$ cat config.mk
export PLATFORM = sky130hd
export DESIGN_NAME = rf_alu_sequencer
export DESIGN_NICKNAME = d
export VERILOG_FILES = /design/src/rtl/rf_seq_pkg.sv /design/src/rtl/rf_seq_fsm.sv /design/src/rtl/rf_alu_sequencer.sv
export SDC_FILE = /design/constraint.sdc
export NUM_CORES = 1
export LEC_CHECK = 0
export BUFFER_PORTS_ARGS = -buffer_cell sky130_fd_sc_hd__buf_2
export CORE_UTILIZATION = 35
export DETAILED_ROUTE_END_ITERATION = 8
export HOLD_SLACK_MARGIN = 0.06
export SLEW_MARGIN = 20
export SYNTH_ARGS = -nofsm -noshare
export SYNTH_HDL_FRONTEND = slang
export SYNTH_SLANG_ARGS = --single-unit
$ cat constraint.sdc
create_clock -name clk -period 4.8 [get_ports clk]
set_clock_uncertainty 0.1 [all_clocks]
set_input_delay 0.96 -clock clk [delete_from_list [all_inputs] [get_ports clk]]
set_output_delay 0.96 -clock clk [all_outputs]
set_load 0.02 [all_outputs]
$ cat src/rtl/rf_seq_pkg.sv
// rtl/rf_seq_pkg.sv - shared opcodes, state encoding and widths for rf_alu_sequencer
package rf_seq_pkg;

    localparam int OP_W  = 3;
    localparam int ST_W  = 2;
    localparam int CNT_W = 32;

    localparam logic [OP_W-1:0] OP_AND = 3'b000;
    localparam logic [OP_W-1:0] OP_OR  = 3'b001;
    localparam logic [OP_W-1:0] OP_ADD = 3'b010;
    localparam logic [OP_W-1:0] OP_SUB = 3'b110;
    localparam logic [OP_W-1:0] OP_SLT = 3'b111;

    localparam logic [ST_W-1:0] ST_IDLE = 2'd0;
    localparam logic [ST_W-1:0] ST_READ = 2'd1;
    localparam logic [ST_W-1:0] ST_EXEC = 2'd2;
    localparam logic [ST_W-1:0] ST_WB   = 2'd3;

    function automatic logic op_legal(input logic [OP_W-1:0] op);
        case (op)
            OP_AND, OP_OR, OP_ADD, OP_SUB, OP_SLT: op_legal = 1'b1;
            default:                               op_legal = 1'b0;
        endcase
    endfunction

endpackage

$ cat src/rtl/rf_seq_fsm.sv
// rtl/rf_seq_fsm.sv - IDLE/READ/EXEC/WB sequencing, command acceptance and completion strobe
module rf_seq_fsm
    import rf_seq_pkg::*;
(
    input  logic            clk,
    input  logic            rst,
    input  logic            cmd_valid,
    output logic            cmd_ready,
    output logic            accept,
    output logic [ST_W-1:0] state,
    output logic            done_valid
);

    logic [ST_W-1:0] state_q;
    logic [ST_W-1:0] state_d;

    always_comb begin
        cmd_ready  = (state_q == ST_IDLE);
        accept     = cmd_ready && cmd_valid;
        done_valid = (state_q == ST_WB);
        state      = state_q;
    end

    always_comb begin
        state_d = state_q;
        case (state_q)
            ST_IDLE: if (accept) state_d = ST_READ;
            ST_READ: state_d = ST_EXEC;
            ST_EXEC: state_d = ST_WB;
            ST_WB:   state_d = ST_IDLE;
            default: state_d = ST_IDLE;
        endcase
    end

    always_ff @(posedge clk) begin
        if (rst) begin
            state_q <= ST_IDLE;
        end else begin
            state_q <= state_d;
        end
    end

endmodule

$ cat src/rtl/rf_alu_sequencer.sv
// rtl/rf_alu_sequencer.sv - multi-cycle controller driving register file and ALU for one command at a time
module rf_alu_sequencer
    import rf_seq_pkg::*;
#(
    parameter int DATA_WIDTH = 32,
    parameter int ADDR_WIDTH = 5,
    parameter int IMM_WIDTH  = 16
) (
    input  logic                  clk,
    input  logic                  rst,
    input  logic                  cmd_valid,
    output logic                  cmd_ready,
    input  logic [2:0]            cmd_op,
    input  logic [ADDR_WIDTH-1:0] cmd_rd,
    input  logic [ADDR_WIDTH-1:0] cmd_rs,
    input  logic [ADDR_WIDTH-1:0] cmd_rt,
    input  logic                  cmd_use_imm,
    input  logic [IMM_WIDTH-1:0]  cmd_imm,
    output logic [ADDR_WIDTH-1:0] rf_raddr1,
    output logic [ADDR_WIDTH-1:0] rf_raddr2,
    input  logic [DATA_WIDTH-1:0] rf_rdata1,
    input  logic [DATA_WIDTH-1:0] rf_rdata2,
    output logic [ADDR_WIDTH-1:0] rf_waddr,
    output logic                  rf_wen,
    output logic [DATA_WIDTH-1:0] rf_wdata,
    output logic [DATA_WIDTH-1:0] alu_a,
    output logic [DATA_WIDTH-1:0] alu_b,
    output logic [2:0]            alu_op,
    input  logic [DATA_WIDTH-1:0] alu_result,
    input  logic                  alu_zero,
    input  logic                  alu_overflow,
    output logic                  done_valid,
    output logic                  done_err,
    output logic [DATA_WIDTH-1:0] done_result,
    output logic                  done_zero,
    output logic                  done_overflow,
    output logic [31:0]           retired_cnt
);

    logic            accept;
    logic [ST_W-1:0] state;

    rf_seq_fsm u_fsm (
        .clk        (clk),
        .rst        (rst),
        .cmd_valid  (cmd_valid),
        .cmd_ready  (cmd_ready),
        .accept     (accept),
        .state      (state),
        .done_valid (done_valid)
    );

    logic [OP_W-1:0]       op_q, op_d;
    logic [ADDR_WIDTH-1:0] rd_q, rd_d;
    logic [ADDR_WIDTH-1:0] rs_q, rs_d;
    logic [ADDR_WIDTH-1:0] rt_q, rt_d;
    logic                  use_imm_q, use_imm_d;
    logic [IMM_WIDTH-1:0]  imm_q, imm_d;
    logic [DATA_WIDTH-1:0] opa_q, opa_d;
    logic [DATA_WIDTH-1:0] opb_q, opb_d;
    logic [DATA_WIDTH-1:0] result_q, result_d;
    logic                  zero_q, zero_d;
    logic                  ovf_q, ovf_d;
    logic [CNT_W-1:0]      retired_q, retired_d;

    logic [DATA_WIDTH-1:0] imm_ext;
    logic                  legal;

    always_comb begin
        imm_ext = {{(DATA_WIDTH-IMM_WIDTH){imm_q[IMM_WIDTH-1]}}, imm_q};
        legal   = op_legal(op_q);
    end

    always_comb begin
        op_d      = op_q;
        rd_d      = rd_q;
        rs_d      = rs_q;
        rt_d      = rt_q;
        use_imm_d = use_imm_q;
        imm_d     = imm_q;
        opa_d     = opa_q;
        opb_d     = opb_q;
        result_d  = result_q;
        zero_d    = zero_q;
        ovf_d     = ovf_q;
        retired_d = retired_q;
        if (accept) begin
            op_d      = cmd_op;
            rd_d      = cmd_rd;
            rs_d      = cmd_rs;
            rt_d      = cmd_rt;
            use_imm_d = cmd_use_imm;
            imm_d     = cmd_imm;
        end
        if (state == ST_READ) begin
            opa_d = rf_rdata1;
            opb_d = use_imm_q ? imm_ext : rf_rdata2;
        end
        if (state == ST_EXEC) begin
            result_d = alu_result;
            zero_d   = alu_zero;
            ovf_d    = alu_overflow;
        end
        if (state == ST_WB) begin
            retired_d = retired_q + 32'd1;
        end
    end

    always_ff @(posedge clk) begin
        if (rst) begin
            op_q      <= '0;
            rd_q      <= '0;
            rs_q      <= '0;
            rt_q      <= '0;
            use_imm_q <= 1'b0;
            imm_q     <= '0;
            opa_q     <= '0;
            opb_q     <= '0;
            result_q  <= '0;
            zero_q    <= 1'b0;
            ovf_q     <= 1'b0;
            retired_q <= '0;
        end else begin
            op_q      <= op_d;
            rd_q      <= rd_d;
            rs_q      <= rs_d;
            rt_q      <= rt_d;
            use_imm_q <= use_imm_d;
            imm_q     <= imm_d;
            opa_q     <= opa_d;
            opb_q     <= opb_d;
            result_q  <= result_d;
            zero_q    <= zero_d;
            ovf_q     <= ovf_d;
            retired_q <= retired_d;
        end
    end

    // Bus outputs are zero outside the state that owns them so the RF/ALU see a quiet interface.
    always_comb begin
        rf_raddr1 = '0;
        rf_raddr2 = '0;
        alu_a     = '0;
        alu_b     = '0;
        alu_op    = '0;
        rf_waddr  = '0;
        rf_wdata  = '0;
        rf_wen    = 1'b0;
        done_err  = 1'b0;
        case (state)
            ST_READ: begin
                rf_raddr1 = rs_q;
                rf_raddr2 = rt_q;
            end
            ST_EXEC: begin
                alu_a  = opa_q;
                alu_b  = opb_q;
                alu_op = legal ? op_q : OP_ADD;
            end
            ST_WB: begin
                rf_waddr = rd_q;
                rf_wdata = result_q;
                rf_wen   = legal && (rd_q != '0);
                done_err = !legal;
            end
            default: ;
        endcase
    end

    always_comb begin
        done_result   = result_q;
        done_zero     = zero_q;
        done_overflow = ovf_q;
        retired_cnt   = retired_q;
    end

endmodule

# Word level (Yosys, flattened, before mapping)
# Index checks and enable logic that the tools add are counted.
totals:
  reg_bits: 167
op_classes:
  add_sub_neg: 1
  eq_ne: 8
  mux: 14
  reduce_logical: 7
op_table:
  columns: ["cell", "count"]
  rows:
  - ["32-bit 2-to-1 mux", 4]
  - ["32-bit by 1-bit adder with 32-bit output (second input constant)", 1]
  - ["5-bit 2-to-1 mux", 3]
  - ["2-bit case mux with 4 select lines", 1]
  - ["3-bit equality test (second input constant)", 2]
  - ["3-bit 2-to-1 mux", 2]
  - ["5-bit nonzero test", 1]
  - ["5-bit OR reduction", 1]
  - ["2-bit equality test (second input constant)", 2]
  - ["3-bit by 1-bit equality test with 1-bit output (second input constant)", 1]
  - ["3-bit by 2-bit equality test with 1-bit output (second input constant)", 1]
  - ["3-bit zero test", 1]
  - ["1-bit 2-to-1 mux", 3]
  - ["2-bit by 1-bit equality test with 1-bit output (second input constant)", 1]
  - ["1-bit logical AND", 2]
  - ["2-bit zero test", 1]
  - ["2-bit 2-to-1 mux", 1]
  - ["2-bit by 1-bit != test with 1-bit output (second input constant)", 1]
  - ["1-bit zero test", 1]

# Longest topological paths before layout
logic_depth:
  word_depth: 5
  mapped_depth: 7

# Modules after synthesis
# A second synthesis with hierarchy kept.
hier_totals:
  hier_cells: 884
  hier_area_um2: 7272.0
modules_own_cells:
  columns: ["module", "n_inst", "cells_each", "area_per_inst_um2", "seq_area_each_um2"]
  rows:
  - ["rf_alu_sequencer", 1, 869, 7131.8, 3303.2]
  - ["rf_seq_fsm", 1, 15, 140.1, 40.0]

# Worst setup path after synthesis
# OpenSTA, ideal clock, no wires.
synth_timing:
  path_type: "reg2out"
  from: "register u_fsm.state_q[0], in the netlist u_fsm.state[0]"
  to: "output rf_wen"
  arrival_ns: 1.479
  required_ns: 3.740
  slack_ns: 2.261
  stages_incl_launch_ff: 6
  path_buffers: 2
  path_cell_list: "dfxtp_1 > ha_1 > buf_2 > clkbuf_1 > o21ai_0 > nor2_1"
synth_via:
  elab_chain_len: 2
synth_rtl:
  columns: ["item", "line", "text"]
  rows:
  - ["start, declared", "rf_seq_fsm.sv:14", "logic [ST_W-1:0] state_q;"]
  - ["start signal, assigned", "rf_seq_fsm.sv:39", "state_q <= state_d;"]
  - ["2-bit equality test", null, null]
  - ["net done_valid", "rf_alu_sequencer.sv:32", "output logic done_valid,"]
  - ["1-bit 2-to-1 mux", "rf_alu_sequencer.sv:150", "case (state)"]
  - ["end, declared", "rf_alu_sequencer.sv:24", "output logic rf_wen,"]
# The timed path passes the listed nets, and every way through them passes these cells.

# Final worst setup path
layout_timing:
  from: "register u_fsm.state_q[0], in the netlist u_fsm.state[0]"
  to: "output rf_wdata[8]"
layout_via:
  elab_chain_len: 2
layout_rtl:
  columns: ["item", "line", "text"]
  rows:
  - ["2-bit equality test", "rf_alu_sequencer.sv:150", null]
  - ["32-bit 2-to-1 mux", "rf_alu_sequencer.sv:150", null]
  - ["end, declared", "rf_alu_sequencer.sv:25", "output logic [DATA_WIDTH-1:0] rf_wdata,"]
# No other way between the ends.

==> results.py <==
metrics = {
    "status": {
        "status": "finished, final reports clean",
    },
    "final_layout": {
        "layout_commonest_cell": "buf_2",
        "area_delta_synth_final_pct": 32.6,
        "final_cells": 1408,
        "final_nets": 1264,
        "layout-drive-gt1-share": 0.325,
        "seq_area_um2": 3340,
        "n_fill_cell": 2076,
        "multiInputGateArea_um2": 3680,
        "final_cell_mix": "318 x buf_2, 167 x dfxtp_1, 120 x nor2_1",
    },
    "logic_synthesis": {
        "synth_top_area_share": 0.460,
        "synth-edff-count": 0,
        "syn_area_um2": 7280,
        "ys_ff_latch": 167,
        "ys_top_cells_by_area": "dfxtp_1 46%, mux2i_1 12%, and2_1 9.9%, nor2_1 6.2%, a21oi_1 4.6%",
        "async_flop_share": 0,
        "syn-num-nets": 981,
        "synth_warnings": 0,
        "syn_inst": 840,
        "syn_area_per_cell_um2": 8.66,
        "synth_cell_type_count": 34,
        "yosys.area.top_type": "dfxtp_1",
        "yosysSeqAreaShare": 0.460,
        "synthFlopType": "dfxtp_1",
    },
    "min_path": {
        "hold_path.startpoint": "rs_q[4]$_SDFFE_PP0P_",
        "hold_class": "reg -> reg",
    },
    "worst_setup_path": {
        "cp_slowest_cell": "ha_1",
        "arrival_ns": 2.04,
        "crit_chain": "ha_1 > buf_4 > and2_1 > buf_2",
        "path_class": "reg -> out",
        "cp_data_required_time_ns": 3.74,
        "end_kind": "output port",
        "worstSetupStartpointType": "flip-flop",
        "reg2reg_slack_ns": 2.07,
        "worstPathMaxFanout": 34,
        "r2r_start": "u_fsm.state[0]$_SDFFE_PP0P_",
        "slowest_delay_ns": 0.49,
        "startpoint": "u_fsm.state[0]$_SDFFE_PP0P_",
    },
    "cts": {
        "cts_hold_repair.buffers": 0,
        "clk_latency_ns": 0.43,
        "cts_buffers": 17,
        "h-tree-depth": 4,
        "clk_pin_slew_ns": 0.07,
        "cts_tree": "done",
        "clock_sinks": 167,
        "clk_path_buf_depth": 2,
        "cts_setup_buffers": 0,
        "cts_resized": 0,
        "cts_root_buf": "clkbuf_16",
    },
    "power": {
        "p_total_uw": 4730,
        "peakVddDrop_mv": 0.271,
        "power.density_nw_per_um2": 490,
        "leakagePower_uw": 0.00440,
    },
    "grt": {
        "grt_max_degree": 78,
        "antenna_found_initial": 2,
        "grt_pass1_wl_um": 32700,
        "grt.overflow.total": 0,
        "grt_pass1_vias": 6119,
        "grt_usage": 0.191,
    },
    "route": {
        "drt-vias-per-instance": 4.74,
        "drc": 0,
        "wl_um": 20700,
        "routedWlPerCell_um": 14.7,
        "final_antenna_net_count": 0,
        "drt-pass1-iter-count": 4,
        "vias": 6679,
        "drtIter0Drc": 239,
    },
    "timing": {
        "min_period_ns": 3.10,
        "report.final.slew_viol_count": 0,
        "fmax_ghz": 0.323,
        "hold_violations": 0,
        "whs_ns": 0.353,
        "max_slew_margin": 0.421,
        "worstMarginPinSlew_ns": 0.866,
        "layout_worst_path_cycle_share": 0.646,
        "finalSetupViolCount": 0,
        "tns_ns": 0,
        "rsz0062_at_grt": "no",
    },
    "placed_design": {
        "portBuffers": 319,
        "routabilityCongestion": 0.835,
        "post-place-cells": 1374,
        "dp_hpwl_um": 14600,
    },
    "floorplanning": {
        "ios": 320,
        "rows": 52,
        "die_h_um": 146,
        "dieArea_um2": 21400,
        "initial_utilization": 0.358,
        "fp.coreArea_um2": 20300,
        "dieWidth_um": 146,
    },
    "job": {
        "maxCapViolCount": 0,
    },
}
## layer usage
layer / wire (µm) / GRT usage
met5: 0 / 0
met4: 279 / 0.0583
met3: 1230 / 0.0488
met2: 9570 / 0.303
met1: 9590 / 0.255
## critical path, delay by kind of cell, from the launching register on
family / cells / cell delay [ns]
adder cells (fa/ha/maj): 1 / 0.49
buffers and inverters: 2 / 0.52
flip-flops: 1 / 0.42
AND/OR/NAND/NOR: 1 / 0.17
## power by group
group	internal [µW]	leakage, µW	switching [µW]	total (µW)
sequential	1690	0.00136	187	1880
combinational	580	0.00275	902	1480
clock	739	0.000281	629	1370
total	3010	0.00440	1720	4730
## path summary, 6_finish.rpt
check                           cells past startpoint                            to
worst max-delay path                                4                   rf_wdata[8]
worst min-delay path                                2          rs_q[4]$_SDFFE_PP0P_
worst max register to register                      5  retired_cnt[27]$_SDFFE_PP0N_
worst min register to register                      2          rs_q[4]$_SDFFE_PP0P_
## Yosys cell counts, drive strengths merged, types with 5 or more instances
cell	count
and2	115
nand2	86
nand4	10
a21oi	67
or3	5
nand3	7
dfxtp	167
xnor2	8
inv	6
o31ai	10
nor4	7
nor2	120
a211oi	33
mux2i	84
clkbuf	50
or4	13
xor2	5
o21ai	5
buf	13
ha	5
## stage by stage
step	instance area [µm²]	utilization	setup WS, ns
after global placement	9060	0.446	2.22
final	9650	0.475	1.70
after floorplan	7280	-	2.26
after detailed placement	9060	0.446	2.10
after CTS	9640	0.475	1.67
after global routing	9650	0.475	1.56
## logic make-up (layout without fill, tap and decap cells)
family / Yosys count / in the layout / share of synthesized area
other cells: 0 / 2 / 0
buf+inv: 70 / 366 / 0.0383
flops: 167 / 167 / 0.460
fa+ha+maj: 5 / 5 / 0.00860
simple gates: 380 / 380 / 0.260
compound gates: 117 / 117 / 0.0961
xor+xnor: 13 / 13 / 0.0156
mux: 88 / 88 / 0.122
## area by class of cell
class,count,share of cell area
multi-input combinational,603,0.381
sequential,167,0.347
timing repair buffer,327,0.173
clock buffer,17,0.0441
tap,270,0.0350
clock inverter,15,0.0163
inverter,7,0.00272
antenna,2,0.000519
## sequential cells by signal, indices dropped and copies added (netlist names)
| name | count |
|---|---|
| done_result | 32 |
| opa_q | 32 |
| opb_q | 32 |
| retired_cnt | 32 |
| imm_q | 16 |
| rd_q | 5 |
| rs_q | 5 |
| rt_q | 5 |
| op_q | 3 |
| u_fsm.state | 2 |
| done_overflow | 1 |
| done_zero | 1 |
| use_imm_q | 1 |
Power figures use the tool's default switching activity.
